### config.mk
export PLATFORM = sky130hd
export DESIGN_NAME = axil_bram_bridge
export DESIGN_NICKNAME = d
export VERILOG_FILES = /design/src/rtl/cfg_pkg.sv /design/src/rtl/axil_hold_reg.sv /design/src/rtl/axil_bram_bridge.sv
export SDC_FILE = /design/constraint.sdc
export NUM_CORES = 1
export LEC_CHECK = 0
export BUFFER_PORTS_ARGS = -buffer_cell sky130_fd_sc_hd__buf_2
export CORE_MARGIN = 2
export CORE_UTILIZATION = 45
export CTS_CLUSTER_DIAMETER = 120
export DETAILED_ROUTE_END_ITERATION = 8
export HOLD_SLACK_MARGIN = 0.15
export PLACE_DENSITY_LB_ADDON = 0.2
export SETUP_SLACK_MARGIN = 0.2
export SLEW_MARGIN = 20
export SYNTH_ARGS = -nofsm -noshare
export SYNTH_HDL_FRONTEND = slang
export SYNTH_SLANG_ARGS = --single-unit
### constraint.sdc
create_clock -name clk -period 7.5 [get_ports clk]
set_input_delay 0.75 -clock clk [delete_from_list [all_inputs] [get_ports clk]]
set_output_delay 0.75 -clock clk [all_outputs]
set_load 0.03 [all_outputs]
### src/rtl/cfg_pkg.sv
// Shared AXI response codes and bridge FSM state encoding.
// Pure declarations: no latency and no handshakes live here.
package cfg_pkg;

    localparam logic [1:0] RESP_OKAY = 2'b00;

    localparam logic [2:0] ST_IDLE  = 3'd0;
    localparam logic [2:0] ST_WR    = 3'd1;
    localparam logic [2:0] ST_BRESP = 3'd2;
    localparam logic [2:0] ST_RD    = 3'd3;
    localparam logic [2:0] ST_RRESP = 3'd4;

endpackage

### src/rtl/axil_hold_reg.sv
// One-deep valid/ready holding register; data is visible the cycle after acceptance.
// in_rdy_o is registered and low while full or in reset; it rises the cycle after clr_i.
module axil_hold_reg #(
    parameter int W = 32
) (
    input  logic         clk,
    input  logic         rst,
    input  logic [W-1:0] in_dat_i,
    input  logic         in_vld_i,
    output logic         in_rdy_o,
    output logic [W-1:0] out_dat_o,
    output logic         out_vld_o,
    input  logic         clr_i
);

    logic         full_q, full_d;
    logic         rdy_q;
    logic [W-1:0] dat_q;
    logic         accept;

    assign accept = in_vld_i & rdy_q;
    // clr_i only arrives while full, so it never collides with an accept
    assign full_d = (full_q & ~clr_i) | accept;

    always_ff @(posedge clk or posedge rst) begin
        if (rst) begin
            full_q <= 1'b0;
            rdy_q  <= 1'b0;
            dat_q  <= '0;
        end else begin
            full_q <= full_d;
            rdy_q  <= ~full_d;
            if (accept) dat_q <= in_dat_i;
        end
    end

    assign in_rdy_o  = rdy_q;
    assign out_dat_o = dat_q;
    assign out_vld_o = full_q;

endmodule

### src/rtl/axil_bram_bridge.sv
// AXI4-Lite slave serialising reads and writes onto one single-port BRAM port, always OKAY.
// Write: bram cycle 1 after holders full, bvalid at +2; read: rvalid at +RD_LATENCY+2; B/R held until ready.
module axil_bram_bridge
    import cfg_pkg::*;
#(
    parameter int ADDR_WIDTH = 32,
    parameter int DATA_WIDTH = 32,
    parameter int BYTE_NUM   = 4,
    parameter int RD_LATENCY = 1
) (
    input  logic                  clk,
    input  logic                  rst,
    input  logic [ADDR_WIDTH-1:0] s_awaddr,
    input  logic                  s_awvalid,
    output logic                  s_awready,
    input  logic [DATA_WIDTH-1:0] s_wdata,
    input  logic [BYTE_NUM-1:0]   s_wstrb,
    input  logic                  s_wvalid,
    output logic                  s_wready,
    output logic [1:0]            s_bresp,
    output logic                  s_bvalid,
    input  logic                  s_bready,
    input  logic [ADDR_WIDTH-1:0] s_araddr,
    input  logic                  s_arvalid,
    output logic                  s_arready,
    output logic [DATA_WIDTH-1:0] s_rdata,
    output logic [1:0]            s_rresp,
    output logic                  s_rvalid,
    input  logic                  s_rready,
    output logic                  bram_en,
    output logic [BYTE_NUM-1:0]   bram_we,
    output logic [ADDR_WIDTH-1:0] bram_addr,
    output logic [DATA_WIDTH-1:0] bram_din,
    input  logic [DATA_WIDTH-1:0] bram_dout
);

    localparam logic [1:0] RD_LAT = 2'(RD_LATENCY);

    logic [ADDR_WIDTH-1:0] aw_addr, ar_addr;
    logic [DATA_WIDTH-1:0] w_data;
    logic [BYTE_NUM-1:0]   w_strb;
    logic                  aw_full, w_full, ar_full;
    logic                  aw_clr, w_clr, ar_clr;
    logic                  wr_rdy, rd_rdy;

    logic [2:0]            state_q, state_d;
    logic                  last_wr_q, last_wr_d;
    logic [1:0]            cnt_q, cnt_d;
    logic                  bram_en_q, bram_en_d;
    logic [BYTE_NUM-1:0]   bram_we_q, bram_we_d;
    logic [ADDR_WIDTH-1:0] bram_addr_q, bram_addr_d;
    logic [DATA_WIDTH-1:0] bram_din_q, bram_din_d;
    logic [DATA_WIDTH-1:0] rdata_q, rdata_d;
    logic                  bvalid_q, bvalid_d;
    logic                  rvalid_q, rvalid_d;

    axil_hold_reg #(.W(ADDR_WIDTH)) u_aw_hold (
        .clk(clk), .rst(rst),
        .in_dat_i(s_awaddr), .in_vld_i(s_awvalid), .in_rdy_o(s_awready),
        .out_dat_o(aw_addr), .out_vld_o(aw_full), .clr_i(aw_clr)
    );

    axil_hold_reg #(.W(DATA_WIDTH + BYTE_NUM)) u_w_hold (
        .clk(clk), .rst(rst),
        .in_dat_i({s_wstrb, s_wdata}), .in_vld_i(s_wvalid), .in_rdy_o(s_wready),
        .out_dat_o({w_strb, w_data}), .out_vld_o(w_full), .clr_i(w_clr)
    );

    axil_hold_reg #(.W(ADDR_WIDTH)) u_ar_hold (
        .clk(clk), .rst(rst),
        .in_dat_i(s_araddr), .in_vld_i(s_arvalid), .in_rdy_o(s_arready),
        .out_dat_o(ar_addr), .out_vld_o(ar_full), .clr_i(ar_clr)
    );

    assign wr_rdy = aw_full & w_full;
    assign rd_rdy = ar_full;

    always_comb begin
        state_d     = state_q;
        last_wr_d   = last_wr_q;
        cnt_d       = cnt_q;
        bram_en_d   = 1'b0;
        bram_we_d   = '0;
        bram_addr_d = bram_addr_q;
        bram_din_d  = bram_din_q;
        rdata_d     = rdata_q;
        bvalid_d    = bvalid_q;
        rvalid_d    = rvalid_q;
        aw_clr      = 1'b0;
        w_clr       = 1'b0;
        ar_clr      = 1'b0;
        case (state_q)
            ST_IDLE: begin
                // on a tie, serve the direction that lost last time
                if (wr_rdy && (!rd_rdy || !last_wr_q)) begin
                    state_d     = ST_WR;
                    last_wr_d   = 1'b1;
                    bram_en_d   = 1'b1;
                    bram_we_d   = w_strb;
                    bram_addr_d = aw_addr;
                    bram_din_d  = w_data;
                end else if (rd_rdy) begin
                    state_d     = ST_RD;
                    last_wr_d   = 1'b0;
                    bram_en_d   = 1'b1;
                    bram_addr_d = ar_addr;
                    cnt_d       = 2'd0;
                end
            end
            ST_WR: begin
                aw_clr   = 1'b1;
                w_clr    = 1'b1;
                bvalid_d = 1'b1;
                state_d  = ST_BRESP;
            end
            ST_BRESP: begin
                if (s_bready) begin
                    bvalid_d = 1'b0;
                    state_d  = ST_IDLE;
                end
            end
            ST_RD: begin
                // cnt_q counts cycles since the enable pulse was on the bus
                if (cnt_q == RD_LAT) begin
                    rdata_d  = bram_dout;
                    rvalid_d = 1'b1;
                    ar_clr   = 1'b1;
                    state_d  = ST_RRESP;
                end else begin
                    cnt_d = cnt_q + 2'd1;
                end
            end
            ST_RRESP: begin
                if (s_rready) begin
                    rvalid_d = 1'b0;
                    state_d  = ST_IDLE;
                end
            end
            default: state_d = ST_IDLE;
        endcase
    end

    always_ff @(posedge clk or posedge rst) begin
        if (rst) begin
            state_q     <= ST_IDLE;
            last_wr_q   <= 1'b0;
            cnt_q       <= 2'd0;
            bram_en_q   <= 1'b0;
            bram_we_q   <= '0;
            bram_addr_q <= '0;
            bram_din_q  <= '0;
            rdata_q     <= '0;
            bvalid_q    <= 1'b0;
            rvalid_q    <= 1'b0;
        end else begin
            state_q     <= state_d;
            last_wr_q   <= last_wr_d;
            cnt_q       <= cnt_d;
            bram_en_q   <= bram_en_d;
            bram_we_q   <= bram_we_d;
            bram_addr_q <= bram_addr_d;
            bram_din_q  <= bram_din_d;
            rdata_q     <= rdata_d;
            bvalid_q    <= bvalid_d;
            rvalid_q    <= rvalid_d;
        end
    end

    assign bram_en   = bram_en_q;
    assign bram_we   = bram_we_q;
    assign bram_addr = bram_addr_q;
    assign bram_din  = bram_din_q;
    assign s_rdata   = rdata_q;
    assign s_bvalid  = bvalid_q;
    assign s_rvalid  = rvalid_q;
    assign s_bresp   = RESP_OKAY;
    assign s_rresp   = RESP_OKAY;

endmodule
Word level (Yosys, flattened, before mapping)
Cells that the tools add are included.
{"block": "word_totals", "register_bits": 215, "out_inout_bits": 110, "elab_cells": 90}
{"block": "op_classes", "add_sub_neg": 1, "eq_ne": 12, "mux": 27, "n_bitwise": 15, "n_reduce_logical": 16}
{"cell": "two-way mux 32 bit", "count": 2}
{"cell": "two-way mux 3 bit", "count": 5}
{"cell": "one-hot mux 3 bit (5 select lines)", "count": 1}
{"cell": "two-way mux 1 bit", "count": 11}
{"cell": "!= test 2 bit, second input constant", "count": 5}
{"cell": "two-way mux 4 bit", "count": 2}
{"cell": "AND reduction 2 bit", "count": 4}
{"cell": "AND reduction 4 bit", "count": 2}
{"cell": "nonzero test 2 bit", "count": 4}
{"cell": "AND 1 bit", "count": 7}
{"cell": "equality test 3 x 2 -> 1 bit, second input constant", "count": 2}
{"cell": "two-way mux 2 bit", "count": 3}
{"cell": "inverter 1 bit", "count": 5}
{"cell": "one-hot mux 1 bit (2 select lines)", "count": 2}
{"cell": "one-hot mux 2 bit (2 select lines)", "count": 1}
{"cell": "equality test 3 x 1 -> 1 bit, second input constant", "count": 1}
{"cell": "equality test 3 bit, second input constant", "count": 1}
{"cell": "zero test 3 bit", "count": 1}
{"cell": "!= test 3 x 2 -> 1 bit, second input constant", "count": 1}
{"cell": "bitwise OR 1 bit", "count": 3}
{"cell": "AND reduction 3 bit", "count": 1}
{"cell": "adder 2 x 1 -> 2 bit, second input constant", "count": 1}
{"cell": "equality test 2 x 1 -> 1 bit, second input constant", "count": 1}
{"cell": "zero test 1 bit", "count": 2}
{"cell": "other kinds (3)", "count": 3}

Logic depth before layout (Yosys ltp)
{"block": "logic_depth", "word_depth": 7, "ltp_mapped": 6, "mapped_depth_nobuf": 6}

Cells and area by module
Synthesis repeated with hierarchy kept, for this count alone.
{"block": "unflattened", "cells_unflattened": 574, "hier_area_um2": 8807.2}
{"module": "axil_bram_bridge", "instances": 1, "cells_per_inst": 343, "area_each_um2": 4568.1, "seq_area_each_um2": 2727.6}
{"module": "axil_hold_reg (u_ar_hold ...)", "instances": 2, "cells_per_inst": 74, "area_each_um2": 1376.3, "seq_area_each_um2": 850.8}
{"module": "axil_hold_reg (u_w_hold)", "instances": 1, "cells_per_inst": 83, "area_each_um2": 1486.4, "seq_area_each_um2": 950.9}

Least setup slack after synthesis
No wires, ideal clock.
{"block": "synth_timing", "kind": "input-to-reg", "startpoint": "input s_arvalid", "endpoint": "register u_ar_hold.dat_q[0] (netlist: u_ar_hold.out_dat_o[0])", "setup_ns": 0.125, "t_arrival_ns": 1.599, "t_required_ns": 7.375, "path_slack_ns": 5.777, "cell_stages": 3, "path_buffers": 1, "cell_sequence": "nand2_1 clkbuf_1 mux2_2"}
{"block": "synth_between", "elab_chain_len": 1}
{"item": "from (decl)", "line": "axil_bram_bridge.sv:24", "text": "input logic s_arvalid,"}
{"item": "AND 1 bit", "line": "axil_hold_reg.sv:21", "text": "assign accept = in_vld_i & rdy_q;"}
{"item": "to (signal assigned)", "line": "axil_hold_reg.sv:33", "text": "if (accept) dat_q <= in_dat_i;"}
{"item": "to (decl)", "line": "axil_hold_reg.sv:18", "text": "logic [W-1:0] dat_q;"}
Every way passes these cells.
A chain may end at the register's enable or synchronous reset.

Worst setup path in the final report
{"block": "layout_timing", "startpoint": "register state_q[0]", "endpoint": "register bram_din_q[29] (netlist: bram_din[29])"}
{"block": "layout_between", "elab_chain_len": 2}
{"item": "from (decl)", "line": "axil_bram_bridge.sv:46", "text": "logic [2:0] state_q, state_d;"}
{"item": "from (signal assigned)", "line": "axil_bram_bridge.sv:156", "text": "state_q <= state_d;"}
{"item": "zero test 3 bit", "line": "axil_bram_bridge.sv:92", "text": "case (state_q)"}
{"item": "AND reduction 2 bit (no line)"}
{"item": "to (signal assigned)", "line": "axil_bram_bridge.sv:162", "text": "bram_din_q <= bram_din_d;"}
{"item": "to (decl)", "line": "axil_bram_bridge.sv:52", "text": "logic [DATA_WIDTH-1:0] bram_din_q, bram_din_d;"}
Every way passes these cells.

==> flow_metrics.py <==
metrics = {
    "yosys": {
        "synthDominantCellAreaShare_pct": 64.1,
        "synth.largest_area_cell": "sky130_fd_sc_hd__dfrtp_1",
        "syn-cell-area_um2": 8400,
        "netlist_top_cells_area": "sky130_fd_sc_hd__dfrtp_1 (64%), sky130_fd_sc_hd__mux2_2 (18%), sky130_fd_sc_hd__mux2_4 (5.4%), sky130_fd_sc_hd__a2bb2oi_1 (3.3%), sky130_fd_sc_hd__o22ai_1 (2.4%)",
        "mean_area_per_synthesized_cell_um2": 15.6,
        "synth_simple_gate_area_share_pct": 2.31,
        "postSynthCellCount": 537,
        "post_synth_num_cell_types": 35,
        "synth-xor-area-share_pct": 0.104,
        "synth_seq_area_share_pct": 64.1,
        "synth_top_family_by_area": "multiplexers",
        "yosys-mux-area-fraction_pct": 23.3,
        "synth_fa_ha_area_share_pct": 0.149,
        "compound_gate_portion_of_the_synthesized_area_pct": 6.94,
        "ys_ff_latch": 215,
        "yosys_warnings": 0,
    },
    "critical_path": {
        "critPathLaunchType": "register",
        "worstRegToRegCells": 4,
        "timing.reg2reg.setup_slack_ns": 4.83,
        "worstReg2RegStart": "state_q[0]$_DFFE_PP0P_",
        "cpMaxStageDelayCell": "sky130_fd_sc_hd__and2_2",
        "r2r-end": "bram_din[29]$_DFFE_PP0P_",
        "crit_required_ns": 7.88,
        "critical_path_class": "register to register",
        "max_stage_delay_ns": 0.99,
        "crit_chain": "nor3_4 > buf_4 > and2_2 > mux2_2",
        "critical_path_data_arrival_time_ns": 3.04,
        "endpoint_kind": "register",
        "crit_fanout": 41,
    },
    "run_status": {
        "run_status": "finished, final reports clean",
    },
    "clocking": {
        "cts.hold.buffers_added": 0,
        "count_of_cells_resized_by_post_cts_repair": 0,
        "clk_pin_slew_worst_paths_ns": 0.06,
        "cts_htree_levels": 1,
        "clock_path_buffers": 3,
        "cts.repair_timing.setup_buffer_count": 0,
        "worstSkewPairLatency_ns": 0.49,
        "cts_tree": "built",
        "cts.root.buffer_cell": "sky130_fd_sc_hd__clkbuf_16",
        "cts-buffers-inserted": 23,
        "tritoncts_num_sinks": 215,
    },
    "timing": {
        "drv_slew": 0,
        "report.final.setup_viol": 0,
        "fin_tns_setup_ns": 0,
        "hold_ws_ns": 0.450,
        "layout_worst_path_cycle_share_pct": 35.5,
        "number_of_failing_hold_endpoints_at_the_final_stage": 0,
        "worst_pin_slew_ns": 1.12,
        "timing.fmax_mhz": 375,
        "finalWorstPathRequiredPeriod_ns": 2.67,
        "finalClockSkew_ns": 0.00666,
        "grt_setup_unrepaired": "no",
        "worst_slew_margin_rel_pct": 25.2,
        "fin_ws_ns": 4.83,
    },
    "floorplanning": {
        "floorplan.die_area_um2": 19800,
        "die_height_um": 141,
        "core_region_area_um2": 18100,
        "design.portCount": 249,
        "num_rows": 49,
        "dieWidth_um": 141,
        "start_util_pct": 46.3,
    },
    "cells_and_area": {
        "nets": 918,
        "filler_cell_count": 1463,
        "seq_area_um2": 5380,
        "final_common_cell": "sky130_fd_sc_hd__buf_2",
        "layout_stage_area_growth_over_the_synthesis_result_pct": 25.0,
        "multiInputGateArea_um2": 2780,
        "final_layout_size_suffix_gt1_share_pct": 57.8,
        "mostFrequentLayoutCells": "sky130_fd_sc_hd__buf_2 (244), sky130_fd_sc_hd__dfrtp_1 (215), sky130_fd_sc_hd__mux2_2 (134)",
    },
    "run": {
        "cap_viol_max_count": 0,
    },
    "placement": {
        "dpl_worst_slack_ns": 4.81,
        "place.gp.congestion": 0.783,
        "place_hpwl_um": 12800,
        "place.port_buffers": 244,
    },
    "global_route": {
        "pin_count_of_the_biggest_net_entering_global_routing": 132,
        "first_pass_grt_wire_length_um": 30300,
        "global_route.usage.total_pct": 19.1,
        "first_global_vias": 5760,
        "initial_antenna_violation_count": 3,
        "grt-ovfl-total": 0,
    },
    "drt": {
        "firstDrtPassIters": 4,
        "drt-wirelength-per-cell_um": 18.5,
        "first_iter_violations": 158,
        "viasPerCell": 5.18,
        "via_count": 5310,
        "totalWireLength_um": 18900,
        "route.antenna.remaining_nets": 0,
        "detail_route.drc_violations": 0,
    },
    "min_path": {
        "worstHoldPathType": "primary input to asynchronous set/reset pin",
    },
    "power": {
        "leakage_nw": 5.01,
        "power_dens_cells_nw_per_um2": 517,
        "power.ir.vdd_worst_v": 0.000231,
    },
}
## sequential cells by signal, summed over array words and instances, names as in the netlist, 2 cells and up
| signal | flops |
|---|---|
| bram_addr | 32 |
| bram_din | 32 |
| bram_we | 4 |
| cnt_q | 2 |
| s_rdata | 32 |
| state_q | 3 |
| u_ar_hold.out_dat_o | 32 |
| u_aw_hold.out_dat_o | 32 |
| u_w_hold.out_dat_o | 36 |
## through the flow
step / std cells / utilization [%] / instance area (um2) / total power, mW
2_1_floorplan: 540 / - / 8410 / 3.72
3_3_place_gp: 982 / 53.7 / 9740 / 4.24
3_5_place_dp: 982 / 53.7 / 9740 / 4.34
4_1_cts: 1023 / 57.8 / 10500 / 5.48
5_1_grt: 1024 / 57.8 / 10500 / 5.73
6_report: 1025 / 57.9 / 10500 / 5.43
## worst max-delay path by stage
stage,startpoint,to,slack (ns),cells after the start
floorplan,rst,bram_addr[0]$_DFFE_PP0P_,0.87,1
global placement,rst,u_ar_hold.out_dat_o[0]$_DFFE_PP0P_,4.90,3
detailed placement,rst,u_ar_hold.out_dat_o[5]$_DFFE_PP0P_,4.81,3
CTS,state_q[0]$_DFFE_PP0P_,bram_din[30]$_DFFE_PP0P_,4.83,4
global route,state_q[0]$_DFFE_PP0P_,bram_din[29]$_DFFE_PP0P_,4.69,4
finish,state_q[0]$_DFFE_PP0P_,bram_din[29]$_DFFE_PP0P_,4.83,4
## cells by family (layout without fill, tap and decap cells)
| group | after synthesis | count (layout) |
|---|---|---|
| adders and majority gates | 1 | 1 |
| and+or+nand+nor | 35 | 35 |
| muxes | 164 | 164 |
| DFF | 215 | 215 |
| AOI/OAI and AO/OA | 79 | 79 |
| other | 1 | 6 |
| buffers and inverters | 41 | 295 |
| xor gates and xnor gates | 1 | 1 |
## per-layer routing
layer / vias up / wire [um] / global-route usage, %
li1: 2425 / - / -
met1: 2664 / 8010 / 24.8
met2: 196 / 9190 / 32.5
met3: 25 / 1400 / 4.72
met4: 0 / 345 / 4.89
met5: - / 0 / 0
## critical path, delay by kind of cell (launching register included)
family | cells | cell delay (ns)
buffers and inverters | 1 | 0.43
DFF | 1 | 0.48
and+or+nand+nor | 2 | 1.19
muxes | 1 | 0.42
## cell usage after synthesis (all sizes together)
cell and count:
and3b 1, nor2 3, ha 1, nand3 2, o22ai 32, nand2b 2
nand2 15, xor2 1, nand3b 2, a2bb2oi 32, o21a 2, and3 4
inv 3, o21ai 3, nor2b 1, conb 1, and2 4, dfrtp 215
nor3 1, a31oi 2, mux2 164, clkbuf 10, a21oi 3, a211oi 1
o22a 1, o221ai 1, buf 28, o41ai 1, a21o 1
## where the power goes
part           switching [mW]  leakage, nW  internal, mW
Combinational            1.25         2.10         0.964
Clock                   0.440        0.377         0.686
Sequential              0.336         2.53          1.75
## final cells by class
cell class                 count  area share, %
multi-input combinational    284           26.5
tap                          229           2.73
clock buffer                  30           5.92
clock inverter                11           1.24
inverter                       3          0.179
antenna                        2         0.0477
timing repair buffer         251           12.2
sequential                   215           51.2
Power figures use the tool's default switching activity.
